### src/rtl/wb_rr_mem_arbiter.sv
// Round-robin Wishbone B3 arbiter sharing the main-RAM slave among N masters.
// Optional slave no-response timeout enabled by `define WB_ARB_TIMEOUT_EN.
module wb_rr_mem_arbiter #(
  parameter int NUM_MASTERS    = 3,
  parameter int TIMEOUT_CYCLES = 255
) (
  input  logic                       wb_clk_i,
  input  logic                       wb_rst_i,
  input  logic [32*NUM_MASTERS-1:0]  m_adr_i,
  input  logic [32*NUM_MASTERS-1:0]  m_dat_i,
  input  logic [4*NUM_MASTERS-1:0]   m_sel_i,
  input  logic [NUM_MASTERS-1:0]     m_we_i,
  input  logic [NUM_MASTERS-1:0]     m_cyc_i,
  input  logic [NUM_MASTERS-1:0]     m_stb_i,
  input  logic [3*NUM_MASTERS-1:0]   m_cti_i,
  input  logic [2*NUM_MASTERS-1:0]   m_bte_i,
  output logic [31:0]                m_dat_o,
  output logic [NUM_MASTERS-1:0]     m_ack_o,
  output logic [NUM_MASTERS-1:0]     m_err_o,
  output logic [NUM_MASTERS-1:0]     m_rty_o,
  output logic [31:0]                s_adr_o,
  output logic [31:0]                s_dat_o,
  output logic [3:0]                 s_sel_o,
  output logic                       s_we_o,
  output logic                       s_cyc_o,
  output logic                       s_stb_o,
  output logic [2:0]                 s_cti_o,
  output logic [1:0]                 s_bte_o,
  input  logic [31:0]                s_dat_i,
  input  logic                       s_ack_i,
  input  logic                       s_err_i,
  input  logic                       s_rty_i,
  output logic [NUM_MASTERS-1:0]     grant_o
);

  localparam int N  = NUM_MASTERS;
  localparam int PW = (N > 1) ? $clog2(N) : 1;

  typedef enum logic {ST_IDLE, ST_GRANT} state_t;

  state_t          r_state;
  logic [N-1:0]    r_grant;
  logic [PW-1:0]   r_ptr;

  logic [N-1:0]    w_next;
  logic [PW-1:0]   w_gidx;
  logic            w_gcyc;
  logic            w_stb_raw;
  logic            w_tmo_hit;
  logic [31:0]     w_adr;
  logic [31:0]     w_dat;
  logic [3:0]      w_sel;
  logic            w_we;
  logic [2:0]      w_cti;
  logic [1:0]      w_bte;

  if (NUM_MASTERS < 1 || NUM_MASTERS > 16 ||
      TIMEOUT_CYCLES < 1 || TIMEOUT_CYCLES > 65535) begin : g_bad_cfg
  end

  // First requester strictly after the last-served index, wrapping.
  always_comb begin
    logic found;
    found  = 1'b0;
    w_next = '0;
    for (int i = 1; i <= N; i++) begin
      if (!found && m_cyc_i[(int'(r_ptr) + i) % N]) begin
        w_next[(int'(r_ptr) + i) % N] = 1'b1;
        found = 1'b1;
      end
    end
  end

  always_comb begin
    w_gidx    = '0;
    w_gcyc    = 1'b0;
    w_stb_raw = 1'b0;
    w_adr     = '0;
    w_dat     = '0;
    w_sel     = '0;
    w_we      = 1'b0;
    w_cti     = '0;
    w_bte     = '0;
    for (int i = 0; i < N; i++) begin
      if (r_grant[i]) begin
        w_gidx    = PW'(i);
        w_gcyc    = m_cyc_i[i];
        w_stb_raw = m_stb_i[i] & m_cyc_i[i];
        w_adr     = m_adr_i[32*i +: 32];
        w_dat     = m_dat_i[32*i +: 32];
        w_sel     = m_sel_i[4*i +: 4];
        w_we      = m_we_i[i];
        w_cti     = m_cti_i[3*i +: 3];
        w_bte     = m_bte_i[2*i +: 2];
      end
    end
  end

  assign s_adr_o = w_adr;
  assign s_dat_o = w_dat;
  assign s_sel_o = w_sel;
  assign s_we_o  = w_we;
  assign s_cti_o = w_cti;
  assign s_bte_o = w_bte;
  assign s_cyc_o = w_gcyc & ~w_tmo_hit;
  assign s_stb_o = w_stb_raw & ~w_tmo_hit;

  assign m_dat_o = s_dat_i;
  assign m_ack_o = r_grant & {N{s_ack_i & ~w_tmo_hit}};
  assign m_rty_o = r_grant & {N{s_rty_i & ~w_tmo_hit}};
  assign m_err_o = r_grant & {N{s_err_i | w_tmo_hit}};
  assign grant_o = r_grant;

  always_ff @(posedge wb_clk_i) begin
    if (wb_rst_i) begin
      r_state <= ST_IDLE;
      r_grant <= '0;
      r_ptr   <= PW'(N - 1);
    end else begin
      unique case (r_state)
        ST_IDLE: begin
          if (|m_cyc_i) begin
            r_grant <= w_next;
            r_state <= ST_GRANT;
          end
        end
        ST_GRANT: begin
          if (!w_gcyc || w_tmo_hit) begin
            r_grant <= '0;
            r_ptr   <= w_gidx;
            r_state <= ST_IDLE;
          end
        end
      endcase
    end
  end

`ifdef WB_ARB_TIMEOUT_EN
  localparam logic [15:0] TMO_LAST = 16'(TIMEOUT_CYCLES - 1);

  logic [15:0] r_tmo;
  logic        w_resp;

  assign w_resp = s_ack_i | s_err_i | s_rty_i;

  // Hit does not look at the slave response, keeping stb free of a loop.
  assign w_tmo_hit = (r_state == ST_GRANT) & w_stb_raw &
                     (r_tmo == TMO_LAST);

  always_ff @(posedge wb_clk_i) begin
    if (wb_rst_i || r_state == ST_IDLE || w_resp || w_tmo_hit)
      r_tmo <= '0;
    else if (w_stb_raw)
      r_tmo <= r_tmo + 16'd1;
  end
`else
  assign w_tmo_hit = 1'b0;
`endif

endmodule

### config.mk
export PLATFORM = sky130hd
export DESIGN_NAME = wb_rr_mem_arbiter
export DESIGN_NICKNAME = d
export VERILOG_FILES = /design/src/rtl/wb_rr_mem_arbiter.sv
export SDC_FILE = /design/constraint.sdc
export NUM_CORES = 1
export LEC_CHECK = 0
export CORE_AREA = 2 2 151 153
export CTS_CLUSTER_DIAMETER = 60
export DETAILED_ROUTE_END_ITERATION = 10
export DIE_AREA = 0 0 153 155
export PLACE_DENSITY = 0.43
export SLEW_MARGIN = 20
export SYNTH_ARGS = -nofsm -noshare
export SYNTH_HDL_FRONTEND = slang
export SYNTH_SLANG_ARGS = --single-unit
### constraint.sdc
create_clock -name wb_clk_i -period 1.75 [get_ports wb_clk_i]
set_input_delay 0.2625 -clock wb_clk_i [delete_from_list [all_inputs] [get_ports wb_clk_i]]
set_output_delay 0.2625 -clock wb_clk_i [all_outputs]
set_load 0.02 [all_outputs]
==> results.cfg <==
[sta]
hold_viol_final = 0
clock_skew_ns = 0.000154
slew_viol_final = 0
finalSetupViolCount = 26
max_freq_mhz = 552
min_period_ns = 1.81
rsz0062_at_grt = yes
maxSlewHeadroom_pct = 78.8
worst_pin_slew_ns = 0.317
finalSetupTns_ns = -0.649
timing.final.crit_share_pct = 104
layout_setup_ws_ns = -0.0627

[synthesis]
yosys_warnings = 0
syn_nets = 644
synth_edf_count = 0
async_flop_share_pct = 0
yosysSeqAreaShare_pct = 5.41
synth_ff_type = dfxtp_1
synth.avg_cell_area_um2 = 5.92
synth_cells = 375
synthTopCellsByArea = a22oi_1, o21ai_1, nand2_1
synth_top_area_share_pct = 25.0
yosys.area.top_type = a22oi_1
syn_area_mm2 = 0.00222
ys_seq_elements = 6
ys_types = 41

[detailed_routing]
drc_errors = 0
drt_first_iter_violations = 178
firstDrtPassIters = 4
vias_per_cell = 4.07
antenna_left = 0
routedWlPerCell_um = 16.8
vias = 3989
routed_wl_um = 16500

[floorplan]
dieArea_mm2 = 0.0237
die_h_um = 155
core_area_mm2 = 0.0222
fp.dieW_um = 153
fp-row-count = 55
io_pins = 385
initial_core_util_pct = 9.98

[placement]
pre_cts_ws_ns = -0.415
hpwlAfterDp_um = 12200
gp_congestion = 0.743
io_buffers = 320

[critical_path]
cp-end-kind = primary output
cp.required_ns = 1.49
path_class = register to primary output
path_max_fanout = 6
arrival_ns = 1.55
start_kind = register

[cells_and_area]
area_delta_synth_final_pct = 191
layout.nets = 966
drive_gt1_share_pct = 30.9
seq_area_um2 = 129
final_common_cell = clkdlybuf4s50_1
antenna_cells = 0
multi_input_area_mm2 = 0.00196
filler_cell_count = 2421
mostFrequentLayoutCells = clkdlybuf4s50_1, buf_4, nand2_1

[cts]
cts.sink_count = 6
cts_tree = built
clockRootBuffer = clkbuf_16
hold_buffers = 0
clk_latency_ns = 0.22
cts_made_buffers = 3
htree_levels = 1
clockBufferDepth = 2
clkTransAtPathRegs_ns = 0.03

[global_route]
antenna_found_initial = 0
grt_overflow_total = 0
grt_pass1_vias = 4016
grt_use_total_pct = 12.6
grt_max_degree = 50
grt_pass1_wl_um = 23500

[pwr]
switching_power_mw = 1.58
power_density_mw_per_mm2 = 579
clkPwrFrac_pct = 10.1
ir_worst_vdd_v = 0.000366
p_seq_share_pct = 4.9
pwr-share-comb_pct = 85.1
switching_share_pct = 42.2
p_int_mw = 2.16
total_leakage_power_nw = 2.47

[outcome]
violations = setup timing
status = finished with violations

[job]
maxCapViolations = 0

[min_path]
hold_class = primary input to primary output
## kinds of logic (layout without fill, tap and decap cells)
logic type | count (synthesis) | count (layout) | share of synthesized area, %
buffers and inverters | 77 | 398 | 19.6
DFF | 6 | 6 | 5.41
adders and majority gates | 4 | 4 | 2.26
muxes | 2 | 2 | 0.902
AOI/OAI and AO/OA | 174 | 174 | 49.9
and+or+nand+nor | 112 | 112 | 22.0
## state kept, by name (all words and copies together) (netlist names)
register,cells
r_ptr,2
r_state,1
grant_o,3
## per-stage QoR
step	std cells	util, %	cell area (um^2)	hold slack (ns)	power [mW]
floorplan	375	-	2220	0.332	1.40
global placement	952	26.1	5790	0.525	2.95
detailed placement	952	26.1	5790	0.525	2.94
CTS	977	27.7	6160	0.525	3.60
global route	981	29.0	6450	0.525	3.98
finish	981	29.0	6450	0.525	3.73
## cell usage after synthesis, drive strengths merged (2+ instances only)
cell type / count
inv: 7
nand2: 82
clkbuf: 22
buf: 48
and2: 10
o21bai: 2
a31oi: 2
mux2i: 2
o21ai: 80
ha: 4
nor3b: 3
dfxtp: 6
a21oi: 3
nand3: 2
a22oi: 74
nor2: 9
## worst max-delay path, cell delays in order (launching register included)
cell	delay, ns
dfxtp_2	0.31
inv_2	0.07
nor2_4	0.04
buf_12	0.14
buf_12	0.13
buf_8	0.12
buf_16	0.14
a22oi_2	0.14
o21ai_1	0.09
buf_4	0.16
## layer usage
layer,global-route usage [%],share of wire [%],vias up
met3,2.84,7.7,20
met4,1.68,1.2,0
li1,-,-,1982
met5,0,0,-
met1,15.0,41,1794
met2,23.5,50,193
## power groups by stage
stage | Combinational (mW) | Clock (mW) | Sequential (mW)
floorplan | 1.22 | 0 | 0.183
global placement | 2.76 | 0 | 0.188
detailed placement | 2.75 | 0 | 0.189
CTS | 3.04 | 0.379 | 0.183
global route | 3.40 | 0.395 | 0.185
finish | 3.18 | 0.376 | 0.182
## final cells by class
| cell class | count | area share (%) |
|---|---|---|
| flip-flops and latches | 6 | 2.00 |
| repair buffers | 387 | 60.4 |
| inverters | 7 | 0.407 |
| clock buffers | 4 | 1.22 |
| well taps | 285 | 5.53 |
| multi-input cells | 292 | 30.4 |
## worst paths after layout
path,from,to,slack [ns],cells past startpoint
worst max register to register,r_ptr[0],grant_o[0],0.07,6
worst min-delay path,s_dat_i[22],m_dat_o[22],0.53,0
worst max-delay path,grant_o[0],s_adr_o[0],-0.06,9
worst min register to register,r_ptr[1],r_ptr[1],0.59,2
## repair_timing
item,CTS,global route
pin swaps,9,22
gates resized for setup,404,76
cloned,7,2
endpoints found under the setup margin,88,81
endpoints found under the hold margin,0,0
setup buffers,14,5
Power figures use the tool's default switching activity.
